--- config.mk ---
export PLATFORM = sky130hd
export DESIGN_NAME = regfile_nr
export DESIGN_NICKNAME = d
export VERILOG_FILES = /design/src/rtl/regfile_pkg.sv /design/src/rtl/muxn_1.sv /design/src/rtl/regfile_nr.sv
export SDC_FILE = /design/constraint.sdc
export NUM_CORES = 2
export LEC_CHECK = 0
export CORE_MARGIN = 4
export CORE_UTILIZATION = 46
export CTS_BUF_LIST = sky130_fd_sc_hd__clkbuf_16
export CTS_CLUSTER_SIZE = 20
export DETAILED_ROUTE_END_ITERATION = 8
export PLACE_DENSITY = 0.75
export SYNTH_ARGS = -nofsm -noshare
export SYNTH_HDL_FRONTEND = slang
export SYNTH_HIERARCHICAL = 1
export SYNTH_SLANG_ARGS = --single-unit
--- constraint.sdc ---
create_clock -name clk -period 7 [get_ports clk]
set_clock_uncertainty 0.2 [all_clocks]
set_input_delay 1.4 -clock clk [delete_from_list [all_inputs] [get_ports clk]]
set_output_delay 1.4 -clock clk [all_outputs]
set_load 0.01 [all_outputs]
--- src/rtl/regfile_pkg.sv ---
// Shared definitions for the parametrised register file and its mux tree.
package regfile_pkg;

  localparam int MAX_NREAD = 4;
  localparam int MAX_AW    = 8;

  // Index width for a power-of-two entry count.
  function automatic int addr_w(input int depth);
    return $clog2(depth);
  endfunction

  // Read request as carried down the pipeline towards the operand latches.
  typedef struct packed {
    logic [MAX_AW-1:0] addr;
    logic              en;
  } rd_port_t;

endpackage

--- src/rtl/muxn_1.sv ---
// Generic power-of-two N:1 multiplexer built recursively from 2:1 stages.
// The top select bit picks between two half-size trees.
module muxn_1
  import regfile_pkg::*;
#(
  parameter int WIDTH = 64,
  parameter int DEPTH = 32
) (
  output logic [WIDTH-1:0]             mux_out,
  input  logic [DEPTH-1:0][WIDTH-1:0]  mux_in,
  input  logic [addr_w(DEPTH)-1:0]     sel
);

  localparam int SW   = addr_w(DEPTH);
  localparam int HALF = DEPTH / 2;

  if (DEPTH == 2) begin : g_leaf
    // Final 2:1 stage.
    always_comb mux_out = sel[0] ? mux_in[1] : mux_in[0];
  end else begin : g_node
    logic [WIDTH-1:0] lo_out;
    logic [WIDTH-1:0] hi_out;

    muxn_1 #(.WIDTH(WIDTH), .DEPTH(HALF)) u_lo (
      .mux_out (lo_out),
      .mux_in  (mux_in[HALF-1:0]),
      .sel     (sel[SW-2:0])
    );

    muxn_1 #(.WIDTH(WIDTH), .DEPTH(HALF)) u_hi (
      .mux_out (hi_out),
      .mux_in  (mux_in[DEPTH-1:HALF]),
      .sel     (sel[SW-2:0])
    );

    // Top-level 2:1 stage on the most significant select bit.
    always_comb mux_out = sel[SW-1] ? hi_out : lo_out;
  end

endmodule

--- src/rtl/regfile_nr.sv ---
// Parametrised multi-read-port register file with a hardwired zero entry.
// Reads are registered (1-cycle latency) with per-port enables.
// Optional feature: define REGFILE_BYPASS_EN for write-first behaviour on a
// same-edge read/write of the same non-zero address; default is read-first.
module regfile_nr
  import regfile_pkg::*;
#(
  parameter int WIDTH    = 64,
  parameter int DEPTH    = 32,
  parameter int NREAD    = 2,
  parameter int ZERO_IDX = DEPTH - 1
) (
  input  logic                                  clk,
  input  logic                                  reset_n,
  input  logic                                  wr_en,
  input  logic [addr_w(DEPTH)-1:0]              wr_addr,
  input  logic [WIDTH-1:0]                      wr_data,
  input  logic [NREAD-1:0]                      rd_en,
  input  logic [NREAD-1:0][addr_w(DEPTH)-1:0]   rd_addr,
  output logic [NREAD-1:0][WIDTH-1:0]           rd_data,
  output logic [NREAD-1:0]                      rd_valid
);

  localparam int          AW = addr_w(DEPTH);
  localparam int unsigned ZI = ZERO_IDX;

  logic [WIDTH-1:0]             mem [DEPTH];
  logic [DEPTH-1:0][WIDTH-1:0]  entries;
  logic [NREAD-1:0][WIDTH-1:0]  tree_out;
  logic [NREAD-1:0][WIDTH-1:0]  next_data;

  // Storage update: synchronous clear, writes to the zero entry are dropped.
  always_ff @(posedge clk) begin
    if (!reset_n) begin
      for (int unsigned i = 0; i < DEPTH; i++) mem[i] <= '0;
    end else if (wr_en && (wr_addr != AW'(ZI))) begin
      mem[wr_addr] <= wr_data;
    end
  end

  // Tree inputs: the zero entry is a constant, never the stored word.
  always_comb begin
    entries = '0;
    for (int unsigned i = 0; i < DEPTH; i++) begin
      entries[i] = (i == ZI) ? '0 : mem[i];
    end
  end

  for (genvar p = 0; p < NREAD; p++) begin : g_port
    muxn_1 #(.WIDTH(WIDTH), .DEPTH(DEPTH)) u_tree (
      .mux_out (tree_out[p]),
      .mux_in  (entries),
      .sel     (rd_addr[p])
    );
  end

`ifdef REGFILE_BYPASS_EN
  logic [NREAD-1:0] byp_hit;

  // Write-first: forward wr_data past the tree on a same-address hit.
  always_comb begin
    byp_hit   = '0;
    next_data = tree_out;
    for (int unsigned p = 0; p < NREAD; p++) begin
      byp_hit[p]   = wr_en && (wr_addr == rd_addr[p]) && (wr_addr != AW'(ZI));
      next_data[p] = byp_hit[p] ? wr_data : tree_out[p];
    end
  end
`else
  // Read-first: the tree output is the registered value as-is.
  always_comb next_data = tree_out;
`endif

  // Output registers: data holds when disabled, valid tracks the enable.
  always_ff @(posedge clk) begin
    if (!reset_n) begin
      rd_data  <= '0;
      rd_valid <= '0;
    end else begin
      for (int unsigned p = 0; p < NREAD; p++) begin
        rd_valid[p] <= rd_en[p];
        if (rd_en[p]) rd_data[p] <= next_data[p];
      end
    end
  end

endmodule

# ---- After elaboration in Yosys (flattened, before gate mapping)
# Memory sizes are Yosys's and may differ from the RTL's.
# Index checks and enable logic that the tools add are counted.
dict set report word_totals {
  output_inout_bits 130
  in_bits 84
  memories 1
  word_cells 76
  ram_bits 2048
  ff_bits 130
}
dict set report classes {
  reduce_logical 2
  muxes 69
  eq_ne 1
}
# name words word_bits rd rd_ports_with_merged_regs write_ports line
set memory_table {}
lappend memory_table {mem 32 64 31 0 32 regfile_nr.sv:27} ;# logic [WIDTH-1:0] mem [DEPTH];
# op n
set op_table {}
lappend op_table {{64-bit 2-to-1 mux} 63}
lappend op_table {{64-bit OR reduction} 1}
lappend op_table {{1-bit 2-to-1 mux} 5}
lappend op_table {{5-bit 2-to-1 mux} 1}
lappend op_table {{5-bit != test (second input constant)} 1}
lappend op_table {{1-bit logical AND} 1}

# ---- Depth between registers and ports, before layout
dict set report depth {
  depth_word 7
  mapped_depth 9
  ltp_nobuf 7
}

# ---- By module
# Netlist, hierarchy kept.
# module cells_each n_inst area_each_um2 seq_area_each_um2
set modules_own_cells {}
lappend modules_own_cells {regfile_nr 5134 1 80070.5 62179.6}
lappend modules_own_cells {muxn_1 71 62 1077.3 0.0}

# ---- Worst setup path after synthesis
# OpenSTA, ideal clock, no wires.
dict set report synth_path {
  kind {input to register}
  start {input port reset_n}
  end {memory mem[19][0], enable pin}
  t_arrival_ps 6674
  path_buffers 3
  setup_ps 574
  slack_ps -449
  cell_stages 5
  required_time_ps 6226
  cell_sequence {buf_2 nand4_1 clkbuf_1 clkbuf_1 o21ai_0}
}
# element line
set synth_lines {}
lappend synth_lines {{from (decl)} regfile_nr.sv:14} ;# input logic reset_n,
lappend synth_lines {{to (decl)} regfile_nr.sv:27}

==> results_dict.tcl <==
set metrics [dict create \
    crit_required_ps 7340 \
    synth_seq_cells 2114 \
    setup_violations 0 \
    ios 214 \
    clkSinkCount 2114 \
    cap_violations 0 \
    layout_min_cycle_time_ps 4340 \
    ys_warn_count 6 \
    drc 0 \
    overflow 0 \
    synth-seq-area-share_pct 42.3 \
    hold_violations 0 \
    viasPerCell 6.08 \
    final_nets 9317 \
    synthCells 9536 \
    synthTopCellsByArea "edfxtp_1, mux2_4, nor3_1, buf_12, nor3_2" \
    power_density_nw_per_um2 219 \
    synth_top_area_cell "edfxtp_1" \
    dp_hpwl_mm 227 \
    synth_top_cell_area_share_pct 40.6 \
    worst_hold_slack_ps 315 \
    core_area_um2 318000 \
    fin_crit_sh_pct 62.0 \
    cts-hold-fix-buffers 0 \
    cts_inserted_buffers 220 \
    tightest_slew_ps 1340 \
    die_y_um 573 \
    setup_tns_ps 0 \
    clock_latency_ps 920 \
    die_area_um2 328000 \
    gp_congestion 0.804 \
    end_kind "register" \
    async_reset_ff_share_pct 0 \
    drive_above_1_share_pct 53.5 \
    drv_slew 0 \
    clock-root-buffer "clkbuf_16" \
    max_freq_mhz 230 \
    port_buffers 213 \
    slowest_delay_ps 850 \
    cts_tree "done" \
    ys.flop_type "edfxtp_1" \
    crit_arrival_ps 4680 \
    finalInstanceArea_um2 154000 \
    grt_pass1_vias 86035 \
    slew_headroom_pct 10.7 \
    crit_top_cell "buf_4" \
    power.leakage_nw 60.1 \
    ys_types 24 \
    grt_max_degree 168 \
    grt_use_total_pct 23.2 \
    wl_per_cell_um 29.4 \
    place_area_um2 147000 \
    critPathKind "in2reg" \
    wirelength_mm 399 \
    syn_area_um2 147000 \
    rows 207 \
    path_cells "clkdlybuf4s50_1 > nand4b_1 > buf_12 > buf_4 > buf_4 > nor3_1" \
    grt_first_pass_wirelength_mm 577 \
    status "completed" \
    num_vias 82570 \
    cp_max_fo 56 \
    worstHoldPathType "reg2reg" \
    rsz0062_at_grt "no" \
    max-vdd-ir-drop_mv 0.202 \
    cts_max_level 4 \
    syn_area_per_cell_um2 15.4 \
    antenna_found_initial 19 \
    syn2layout_area_growth_pct 4.78 \
    synth_edf_count 1984 \
    first_pass_iters 6 \
    die_w_um 573 \
    ant_nets 0 \
    utilization_pct 48.4 \
    start_util_pct 46.2 \
    clock_path_buffers 4 \
    worstSetupStartpointType "input port" \
    postCtsSetupBuffers 0 \
    cts-resized-gates 0 \
    drt_iter0_markers 7549 \
    path_clk_slew_ps 70 \
    slowest_stage "buf_4" \
]
registers in the layout, indices dropped and copies added (netlist names):
signal,count
rd_valid,2
rd_data,128
mem,1984
power by group:
group	switching, W	internal (W)
clock network	0.00506	0.00672
logic	0.00311	0.00379
registers	0.000423	0.0145
total	0.00860	0.0251
cell families after synthesis:
logic type / Yosys count / share of synthesized area (%)
flip-flops: 2114 / 42.3
buffers and inverters: 1168 / 7.78
other: 1 / 0.00255
multiplexers: 4096 / 40.8
AO/OA/AOI/OAI: 31 / 0.106
AND/OR/NAND/NOR: 2126 / 8.97
Yosys cell counts (3+ instances only):
library cell  number
mux2_2           248
buf_12           372
nor2b_1          128
or3b_1             3
o21ai_0           31
nor3_1          1518
dfxtp_1          130
mux2i_1          128
buf_2            180
edfxtp_1        1984
nand3b_1           3
inv_1             64
mux2_4          3720
clkbuf_1         449
nor3_2           466
buf_6            102
metrics by stage:
step           instances  setup WS [ps]  power [W]
6_report           13587           2660     0.0336
5_1_grt            13585           2670     0.0345
4_1_cts            13582           2720     0.0337
3_5_place_dp       13189           1780     0.0221
3_3_place_gp       13189           1810     0.0218
2_1_floorplan       9663           -449     0.0207
worst paths after layout:
check	from	endpoint	cells after the start	slack (ps)
worst min-delay path	rd_data[111]$_SDFFE_PN0P_	rd_data[111]$_SDFFE_PN0P_	2	320
worst max register to register	mem[2][28]$_SDFFCE_PN0P_	rd_data[92]$_SDFFE_PN0P_	7	4520
worst min register to register	rd_data[111]$_SDFFE_PN0P_	rd_data[111]$_SDFFE_PN0P_	2	320
worst max-delay path	wr_en	mem[26][29]$_SDFFCE_PN0P_	6	2660
routing by layer:
layer / routed length, µm / track usage [%] / up-vias
met3: 28200 / 3.31 / 1054
li1: - / - / 35278
met1: 151000 / 27.5 / 42528
met4: 25100 / 12.9 / 24
met5: 149 / 0 / -
met2: 195000 / 40.2 / 3686
area by class of cell:
class,instances,area [µm²]
clock inverters,166,1410
multi-input cells,6381,74100
inverters,64,240
well taps,4180,5230
fillers,26175,164000
flip-flops and latches,2114,62200
repair buffers,452,5010
clock buffers,227,5680
diodes,3,7.51
critical path: cells and delay by family:
| kind | cells | cell delay (ps) |
|---|---|---|
| buf+inv | 4 | 2490 |
| simple gates | 2 | 550 |
cell usage in the layout, fill, tap and decap left out:
| cell | netlist | routed |
|---|---|---|
| mux2_4 | 3720 | 3720 |
| edfxtp_1 | 1984 | 1984 |
| nor3_1 | 1518 | 1518 |
| nor3_2 | 466 | 466 |
| mux2_2 | 248 | 248 |
| clkbuf_16 | 0 | 227 |
| clkdlybuf4s50_1 | 0 | 200 |
| buf_4 | 0 | 159 |
| dfxtp_1 | 130 | 130 |
| mux2i_1 | 128 | 128 |
| nor2b_1 | 128 | 128 |
| conb_1 | 1 | 128 |
| inv_1 | 64 | 115 |
| buf_12 | 372 | 79 |
| clkinv_1 | 0 | 33 |
| clkinv_2 | 0 | 33 |
| o21ai_4 | 0 | 31 |
| bufinv_16 | 0 | 24 |
| inv_2 | 0 | 10 |
| buf_8 | 0 | 6 |
| clkinvlp_4 | 0 | 5 |
| buf_6 | 102 | 4 |
| diode_2 | 0 | 3 |
| or3b_4 | 0 | 3 |
| nand3b_1 | 3 | 3 |
| clkinv_4 | 0 | 3 |
| inv_6 | 0 | 3 |
| buf_16 | 0 | 3 |
| nand4b_1 | 2 | 2 |
| and2_1 | 2 | 2 |
| inv_16 | 0 | 2 |
| nand4_1 | 1 | 1 |
| nand4bb_4 | 0 | 1 |
| or3_4 | 0 | 1 |
| nand3_4 | 0 | 1 |
| clkinv_16 | 0 | 1 |
| inv_4 | 0 | 1 |
| clkbuf_8 | 0 | 1 |
Power figures use the tool's default switching activity.
